### config.mk
export PLATFORM = sky130hd
export DESIGN_NAME = fetch_unit
export DESIGN_NICKNAME = d
export VERILOG_FILES = /design/src/rtl/fetch_unit_pkg.sv /design/src/rtl/fetch_unit.sv
export SDC_FILE = /design/constraint.sdc
export NUM_CORES = 1
export LEC_CHECK = 0
export CORE_ASPECT_RATIO = 1.4
export CORE_MARGIN = 2
export CORE_UTILIZATION = 45
export CTS_CLUSTER_DIAMETER = 120
export DETAILED_ROUTE_END_ITERATION = 8
export DONT_BUFFER_PORTS = 1
export SKIP_CTS_REPAIR_TIMING = 1
export SLEW_MARGIN = 20
export SYNTH_ARGS = -nofsm -noshare
export SYNTH_HDL_FRONTEND = slang
export SYNTH_SLANG_ARGS = --single-unit
### constraint.sdc
create_clock -name clk -period 5.65 [get_ports clk]
set_input_delay 1.13 -clock clk [delete_from_list [all_inputs] [get_ports clk]]
set_output_delay 1.13 -clock clk [all_outputs]
set_load 0.005 [all_outputs]
### src/rtl/fetch_unit_pkg.sv
// Shared definitions for the 6502 instruction fetch front end: widths,
// default addresses and the 4-bit FSM state encoding.
package fetch_unit_pkg;

    localparam int          FU_ADDR_WIDTH  = 16;
    localparam int          FU_REG_WIDTH   = 8;
    localparam logic [15:0] FU_VECTOR_ADDR = 16'hFFFC;
    localparam logic [15:0] FU_RESET_PC    = 16'h0200;

    typedef enum logic [3:0] {
        ST_VEC_LO    = 4'd0,
        ST_VEC_HI    = 4'd1,
        ST_VEC_END   = 4'd2,
        ST_FETCH_OP  = 4'd3,
        ST_FETCH_B1  = 4'd4,
        ST_FETCH_B2  = 4'd5,
        ST_FETCH_END = 4'd6,
        ST_PRESENT   = 4'd7,
        ST_WAIT      = 4'd8
    } fetch_state_t;

    // A zero-length report from the decoder still has to move past the opcode.
    function automatic logic [1:0] eff_len(input logic [1:0] len);
        return (len == 2'd0) ? 2'd1 : len;
    endfunction

endpackage

### src/rtl/fetch_unit.sv
// Instruction fetch front end: reads opcode + two operand bytes at the PC and
// hands them to the decoder. Reset-vector load is enabled by FETCH_RESET_VECTOR_EN.
//
// state        | meaning
// VEC_LO       | issue low vector byte address
// VEC_HI       | capture low vector byte, issue high byte address
// VEC_END      | capture high vector byte into PC
// FETCH_OP     | issue PC
// FETCH_B1     | capture opcode, issue PC+1
// FETCH_B2     | capture byte1, issue PC+2
// FETCH_END    | capture byte2, publish the bundle
// PRESENT      | instruction_ready pulse
// WAIT         | hold bundle until get_next / pc_load
module fetch_unit
    import fetch_unit_pkg::*;
#(
    parameter int                    ADDR_WIDTH  = FU_ADDR_WIDTH,
    parameter int                    REG_WIDTH   = FU_REG_WIDTH,
    parameter logic [ADDR_WIDTH-1:0] RESET_PC    = ADDR_WIDTH'(FU_RESET_PC),
    parameter logic [ADDR_WIDTH-1:0] VECTOR_ADDR = ADDR_WIDTH'(FU_VECTOR_ADDR)
) (
    input  logic                  clk,
    input  logic                  reset_n,
    output logic [ADDR_WIDTH-1:0] mem_addr,
    output logic                  mem_rd,
    input  logic [REG_WIDTH-1:0]  mem_rdata,
    output logic [REG_WIDTH-1:0]  instruction_out,
    output logic [ADDR_WIDTH-1:0] address_out,
    output logic [ADDR_WIDTH-1:0] pc_out,
    output logic                  instruction_ready,
    input  logic                  get_next,
    input  logic [1:0]            instr_len,
    input  logic                  pc_load,
    input  logic [ADDR_WIDTH-1:0] pc_target
);

`ifdef FETCH_RESET_VECTOR_EN
    localparam fetch_state_t          RESET_STATE = ST_VEC_LO;
    localparam logic [ADDR_WIDTH-1:0] PC_INIT     = '0;
    logic [ADDR_WIDTH-1:0] unused_reset_pc;
    assign unused_reset_pc = RESET_PC;
`else
    localparam fetch_state_t          RESET_STATE = ST_FETCH_OP;
    localparam logic [ADDR_WIDTH-1:0] PC_INIT     = RESET_PC;
    logic [ADDR_WIDTH-1:0] unused_vector_addr;
    assign unused_vector_addr = VECTOR_ADDR;
`endif

    fetch_state_t          state_q, state_d;
    logic [ADDR_WIDTH-1:0] pc_q, pc_d;
    logic [REG_WIDTH-1:0]  op_q, op_d;
    logic [REG_WIDTH-1:0]  b1_q, b1_d;
    logic [REG_WIDTH-1:0]  instr_q, instr_d;
    logic [ADDR_WIDTH-1:0] opnd_q, opnd_d;
    logic [ADDR_WIDTH-1:0] pc_out_q, pc_out_d;
`ifdef FETCH_RESET_VECTOR_EN
    logic [REG_WIDTH-1:0]  vec_lo_q, vec_lo_d;
`endif

    logic accept_next;
    logic redirect;

    assign accept_next = get_next && (state_q == ST_PRESENT || state_q == ST_WAIT);
    assign redirect    = pc_load &&
                         !(state_q inside {ST_VEC_LO, ST_VEC_HI, ST_VEC_END});

    always_ff @(posedge clk or negedge reset_n) begin
        if (!reset_n) begin
            state_q  <= RESET_STATE;
            pc_q     <= PC_INIT;
            op_q     <= '0;
            b1_q     <= '0;
            instr_q  <= '0;
            opnd_q   <= '0;
            pc_out_q <= '0;
`ifdef FETCH_RESET_VECTOR_EN
            vec_lo_q <= '0;
`endif
        end else begin
            state_q  <= state_d;
            pc_q     <= pc_d;
            op_q     <= op_d;
            b1_q     <= b1_d;
            instr_q  <= instr_d;
            opnd_q   <= opnd_d;
            pc_out_q <= pc_out_d;
`ifdef FETCH_RESET_VECTOR_EN
            vec_lo_q <= vec_lo_d;
`endif
        end
    end

    always_comb begin
        state_d           = state_q;
        pc_d              = pc_q;
        op_d              = op_q;
        b1_d              = b1_q;
        instr_d           = instr_q;
        opnd_d            = opnd_q;
        pc_out_d          = pc_out_q;
`ifdef FETCH_RESET_VECTOR_EN
        vec_lo_d          = vec_lo_q;
`endif
        mem_rd            = 1'b0;
        mem_addr          = '0;
        instruction_ready = 1'b0;

        case (state_q)
`ifdef FETCH_RESET_VECTOR_EN
            ST_VEC_LO: begin
                mem_rd   = 1'b1;
                mem_addr = VECTOR_ADDR;
                state_d  = ST_VEC_HI;
            end
            ST_VEC_HI: begin
                vec_lo_d = mem_rdata;
                mem_rd   = 1'b1;
                mem_addr = VECTOR_ADDR + ADDR_WIDTH'(1);
                state_d  = ST_VEC_END;
            end
            ST_VEC_END: begin
                pc_d    = ADDR_WIDTH'({mem_rdata, vec_lo_q});
                state_d = ST_FETCH_OP;
            end
`endif
            ST_FETCH_OP: begin
                mem_rd   = 1'b1;
                mem_addr = pc_q;
                state_d  = ST_FETCH_B1;
            end
            ST_FETCH_B1: begin
                op_d     = mem_rdata;
                mem_rd   = 1'b1;
                mem_addr = pc_q + ADDR_WIDTH'(1);
                state_d  = ST_FETCH_B2;
            end
            ST_FETCH_B2: begin
                b1_d     = mem_rdata;
                mem_rd   = 1'b1;
                mem_addr = pc_q + ADDR_WIDTH'(2);
                state_d  = ST_FETCH_END;
            end
            ST_FETCH_END: begin
                instr_d  = op_q;
                opnd_d   = ADDR_WIDTH'({mem_rdata, b1_q});
                pc_out_d = pc_q;
                state_d  = ST_PRESENT;
            end
            ST_PRESENT: begin
                instruction_ready = 1'b1;
                state_d           = ST_WAIT;
            end
            ST_WAIT: begin
                state_d = ST_WAIT;
            end
            default: begin
                state_d = RESET_STATE;
            end
        endcase

        if (accept_next) begin
            pc_d    = pc_q + ADDR_WIDTH'(eff_len(instr_len));
            state_d = ST_FETCH_OP;
        end

        // Redirect beats get_next and throws away anything fetched so far,
        // including a bundle that would have been published this cycle.
        if (redirect) begin
            pc_d              = pc_target;
            state_d           = ST_FETCH_OP;
            instr_d           = instr_q;
            opnd_d            = opnd_q;
            pc_out_d          = pc_out_q;
            instruction_ready = 1'b0;
        end
    end

    assign instruction_out = instr_q;
    assign address_out     = opnd_q;
    assign pc_out          = pc_out_q;

endmodule

==> results of run 1 <==
[metrics by stage]
step                area [µm²]  worst slack [ns]  total power [W]  utilization, %  cells
floorplan                 4233             2.590         0.001816               -    433
global placement          4234             2.076         0.002072           46.63    507
detailed placement        4234             2.010         0.002102           46.63    507
CTS                       4512             1.640         0.002642           49.69    522
global route              4516             1.433         0.002814           49.73    522
finish                    4516             1.682         0.002628           49.73    522
[kinds of logic after synthesis]
| group | count (synthesis) | share of synthesized area (%) |
|---|---|---|
| and+or+nand+nor | 164 | 20.72 |
| AOI/OAI and AO/OA | 100 | 16.79 |
| DFF | 76 | 45.02 |
| buffers and inverters | 44 | 4.434 |
| muxes | 39 | 10.26 |
| adders and majority gates | 6 | 1.951 |
| xor gates and xnor gates | 4 | 0.8276 |
[worst reg2reg max path: cells and delay by family (launching register included)]
kind,cells,cell delay (ns)
AO/OA/AOI/OAI,1,0.18
flip-flops,1,0.56
buffers and inverters,1,0.06
adder cells (fa/ha/maj),2,0.76
AND/OR/NAND/NOR,2,1.07
[state kept, by name (all words and copies together) (netlist names)]
signal,flops
address_out,16
pc_out,16
pc_q,16
b1_q,8
instruction_out,8
op_q,8
state_q,4
[layout by cell type, fill, tap and decap left out, drive strengths merged, types with 4 or more instances in the layout]
master / n
nand4: 8
ha: 5
o41ai: 4
dfrtp: 73
or4b: 7
a21oi: 13
nor4b: 5
mux2: 35
nand3: 8
or4: 4
nor2: 15
xnor2: 4
o21ai: 25
nand2: 81
nor3: 5
inv: 9
mux2i: 4
a22oi: 5
a31oi: 7
or3: 5
clkbuf: 11
[worst max-delay path by stage]
stage	from	endpoint	slack (ns)	cells after the start
floorplan	instr_len[0]	pc_q[14]$_DFFE_PN0P_	2.59	7
global placement	state_q[0]$_DFF_PN1_	mem_addr[12]	2.08	4
detailed placement	state_q[0]$_DFF_PN1_	mem_addr[12]	2.01	4
CTS	state_q[0]$_DFF_PN1_	mem_addr[12]	1.64	4
global route	state_q[2]$_DFF_PN0_	mem_addr[12]	1.43	4
finish	state_q[0]$_DFF_PN1_	mem_addr[12]	1.68	4
[routing by layer]
layer / global-route usage, % / vias to the layer above
met5: 0 / -
met4: 14.29 / 0
met3: 6.145 / 31
met2: 36.14 / 120
met1: 28.56 / 1623
li1: - / 1552
[cell usage after synthesis, types with 5 or more instances]
master	count
nand2_1	81
o21ai_0	20
mux2_2	14
o21ai_1	5
nand3_1	8
clkbuf_1	18
nand4_1	7
nor3_1	5
a31oi_1	7
ha_1	5
or3_1	5
buf_2	12
inv_1	9
nor2_1	15
a21oi_1	13
mux2_1	21
a22oi_1	5
dfrtp_1	73
[power by group]
part	total, W	internal (W)	switching (W)
logic	0.000917	0.000390	0.000527
clock network	0.000535	0.000317	0.000218
registers	0.00118	0.000816	0.000360
total	0.00263	0.00152	0.00110
[layout make-up]
class,count,area [µm²]
inverter,9,33.78
multi-input combinational,313,2150
sequential,76,1906
tap,107,133.9
fill,842,4564
clock inverter,4,25.02
clock buffer,11,252.7
timing repair buffer,2,15.01
==> flow_summary_export.csv, run 1 <==
group,metric,value,unit
route,wl_met3,748,µm
synthesis,syn_inst,433,
floorplan,initial_core_util,46.62,%
global_routing,grt_pass1_wl,18020,µm
sta,rsz0062_at_grt,"no",
sta,fin_crit,3.968,ns
placement,numPortBuffers,0,
clock_network,clk_pin_slew,0.06,ns
layout,area_growth,6.680,%
floorplan,die_w,85.97,µm
worst_setup_path,crit_slowest_cell,"dfstp_2",
clock_network,clk_latency,0.35,ns
floorplan,ios,88,
worst_setup_path,critPathMaxFanout,22,
sta,holdWs,0.4722,ns
synthesis,synth_seq_cells,76,
sta,clock_skew,0.01079,ns
sta,fin_setup_tns,0,ns
clock_network,cts_buffer_depth,2,
worst_setup_path,r2r-end,"pc_q[14]$_DFFE_PN0P_",
placement,place_hpwl,8087,µm
layout,layout-drive-gt1-share,11.81,%
clock_network,cts_buffers,9,
synthesis,yosys.area.top_type,"dfrtp_1",
route,via_per_inst,6.372,
floorplan,chipHeight,118.8,µm
route,post_drt_wl_per_cell,22.04,µm
route,drt-initial-drc-count,223,
floorplan,die_area,10210,µm²
worst_setup_path,timing.rr.start,"pc_q[0]$_DFFE_PN0P_",
min_path,hold_path.class,"in2async",
clock_network,cts_max_level,3,
layout,layout.nets,447,
floorplan,core,9080,µm²
synthesis,synth.top_cell.area_share,43.16,%
placement,place.gp.congestion,0.8568,
global_routing,track_usage,23.34,%
synthesis,ys_warn_count,0,
power_and_ir_drop,ir_worst_vdd,0.1804,mV
worst_setup_path,critical-path-top-delay-family,"simple AND/OR/NAND/NOR gates",
worst_setup_path,reg2reg_slack,2.93,ns
floorplan,num_rows,41,
global_routing,grt_overflow,0,
route,drt-pass1-iter-count,4,
sta,setup_viol,0,
synthesis,synth_flop_cell,"dfrtp_1",
status,status,"complete, no violations",
sta,drv_slew,0,
worst_setup_path,path_buf_inv,0,
worst_setup_path,cp-end-kind,"output pin",
route,wl_met1,4586,µm
worst_setup_path,cp.required,4.52,ns
worst_setup_path,reg2reg_depth,6,
synthesis,syn-cell-area,4233,µm²
route,top_layer,"met4",
global_routing,antenna_found_initial,0,
route,via_count,3326,
power_and_ir_drop,power_leakage,1.886,nW
sta,worstMarginPinSlew,0.8150,ns
layout,n_antenna_cell,0,
sta,slew_headroom,45.67,%
worst_setup_path,crit_type,"reg2out",
worst_setup_path,start_kind,"flip-flop",
sta,fmax,252.0,MHz
synthesis,synth_cell_types,73,
route,ant_nets,0,
worst_setup_path,crit_chain,"nand4bb_1, or3_1, a2111oi_1, a21o_1",
route,wl_met2,5653,µm
synthesis,synth_seq_area_share,45.02,%
job,drv_cap,0,
clock_network,cts.sinks,76,
global_routing,grt_pass1_vias,3312,
synthesis,syn_avg_cell_area,9.776,µm²
worst_setup_path,slowest_delay,0.76,ns
power_and_ir_drop,power.density,581.9,nW/µm²
worst_setup_path,cp.arrival,2.84,ns
clock_network,root_buffer,"clkbuf_16",
sta,finalCritPeriodShare,70.23,%
route,remaining_drc_errors,0,
synthesis,synth-edff-count,0,
clock_network,cts_tree,"yes",
synthesis,async_flop_share,100.0,%
sta,hold_viol_final,0,
synthesis,synth_nets,469,
synthesis,yosys-top-cells-area,"dfrtp_1, nand2_1, mux2_1, mux2_2, o21ai_0",
global_routing,grt_max_degree,77,
route,totalWireLength,11510,µm
Power figures use the tool's default switching activity.
==> run 2, diff against run 1 <==
==> constraint.sdc (replaced) <==
create_clock -name clk -period 3.25 [get_ports clk]
set_input_delay 0.65 -clock clk [delete_from_list [all_inputs] [get_ports clk]]
set_output_delay 0.65 -clock clk [all_outputs]
set_load 0.005 [all_outputs]
==> flow_summary_export.csv, run 2 (same netlist as run 1, synthesis figures left out) <==
group,metric,value,unit
route,via_count,3476,
floorplan,die_area,10210,µm²
clock_network,cts_buffer_depth,2,
route,drt-initial-drc-count,248,
global_routing,grt_pass1_wl,18940,µm
placement,place_hpwl,8466,µm
layout,final-seq-area,1906,µm²
placement,numPortBuffers,0,
sta,drv_slew,0,
power_and_ir_drop,p_clk_share,22.3,%
layout,layout_commonest_cell,"nand2_1",
sta,hold_viol_final,0,
global_routing,grt_overflow,0,
clock_network,cts.sinks,76,
power_and_ir_drop,p_comb_share,38.8,%
global_routing,antenna_found_initial,0,
floorplan,die_w,85.97,µm
sta,clock_skew,0.006737,ns
floorplan,chipHeight,118.8,µm
layout,area_growth,10.82,%
clock_network,cts_buffers,9,
min_path,hold_path.class,"in2async",
sta,fmax,324.0,MHz
route,totalWireLength,12170,µm
power_and_ir_drop,power_switching,0.002002,W
status,status,"complete, no violations",
worst_setup_path,critPathMaxFanout,22,
layout,multi_input_area,2146,µm²
power_and_ir_drop,power_leakage,1.986,nW
clock_network,root_buffer,"clkbuf_16",
worst_setup_path,cp.required,2.60,ns
global_routing,track_usage,24.27,%
placement,place.gp.congestion,0.9687,
power_and_ir_drop,power.density,1038,nW/µm²
route,ant_nets,0,
global_routing,grt_pass1_vias,3479,
route,remaining_drc_errors,0,
clock_network,cts_max_level,3,
job,drv_cap,0,
power_and_ir_drop,pwr-share-seq,38.9,%
worst_setup_path,cp.arrival,2.44,ns
sta,worstMarginPinSlew,0.8887,ns
worst_setup_path,crit_type,"reg2out",
sta,fin_setup_tns,0,ns
power_and_ir_drop,internal-power,0.002865,W
floorplan,core,9080,µm²
sta,finalCritPeriodShare,94.97,%
layout,layout-drive-gt1-share,15.08,%
route,via_per_inst,6.461,
clock_network,clk_latency,0.34,ns
layout,layout.nets,462,
worst_setup_path,cp-end-kind,"output pin",
route,post_drt_wl_per_cell,22.62,µm
layout,fill_cells,848,
worst_setup_path,start_kind,"flip-flop",
route,drt-pass1-iter-count,5,
clock_network,cts_tree,"yes",
sta,rsz0062_at_grt,"no",
power_and_ir_drop,ir_worst_vdd,0.5297,mV
floorplan,num_rows,41,
global_routing,grt_max_degree,77,
floorplan,ios,88,
sta,setup_viol,0,
sta,fin_crit,3.087,ns
layout,final_cell_mix,"nand2_1, dfrtp_1, mux2_1, o21ai_0, buf_4",
layout,n_antenna_cell,0,
power_and_ir_drop,power.total,0.004868,W
sta,slew_headroom,40.75,%
power_and_ir_drop,sw_frac_of_total,41.13,%
clock_network,clk_pin_slew,0.06,ns
floorplan,initial_core_util,46.62,%
==> run 2: layer usage <==
layer / global-route usage, % / part of all wire, %
met1: 28.51 / 39
met2: 40.99 / 51
met3: 6.564 / 6.4
met4: 10.32 / 3.4
met5: 0 / 0
==> run 2: power groups by stage <==
stage	Clock [W]	Combinational [W]	Sequential, W
after CTS	0.00110	0.00187	0.00190
final	0.00108	0.00189	0.00189
after global placement	0	0.00183	0.00189
after global routing	0.00115	0.00211	0.00196
after detailed placement	0	0.00186	0.00191
after floorplan	0	0.00147	0.00168
==> run 2: stage by stage <==
stage	std cells	area, µm²	utilization [%]	hold slack, ns	worst slack [ns]
after floorplan	433	4233	-	0.3544	0.6702
after global placement	521	4339	47.79	0.3564	0.4909
after detailed placement	521	4339	47.79	0.3566	0.4773
after CTS	537	4663	51.36	-0.006394	0.1060
after global routing	538	4691	51.66	0.1344	0.03140
final	538	4691	51.66	0.1524	0.1634
==> run 2: worst max-delay path, stage by stage, from the launching register on <==
cell and delay (ns):
dfstp_2 0.48, or4b_4 0.64, or3_1 0.46, a2111oi_1 0.35
a21o_1 0.16
==> run 2: final cells by class <==
cell class,instances,share of cell area (%)
flip-flops and latches,76,40.62
repair buffers,17,3.148
well taps,107,2.854
clock buffers,9,4.801
multi-input cells,313,45.75
clock inverters,7,2.107
inverters,9,0.7202
==> run 2: final timing paths <==
kind                                                    to  slack [ns]                 start  cells past startpoint
worst max-delay path                          mem_addr[12]        0.16  state_q[0]$_DFF_PN1_                      4
worst max register to register        pc_q[14]$_DFFE_PN0P_        0.56   pc_q[0]$_DFFE_PN0P_                      6
worst min register to register         b1_q[3]$_DFFE_PN0P_        0.47   b1_q[3]$_DFFE_PN0P_                      2
min in group clk                      state_q[2]$_DFF_PN0_        0.37               pc_load                      1
max in group asynchronous       address_out[2]$_DFFE_PN0P_        2.76               reset_n                      1
worst min-delay path                  state_q[0]$_DFF_PN1_        0.15               reset_n                      0
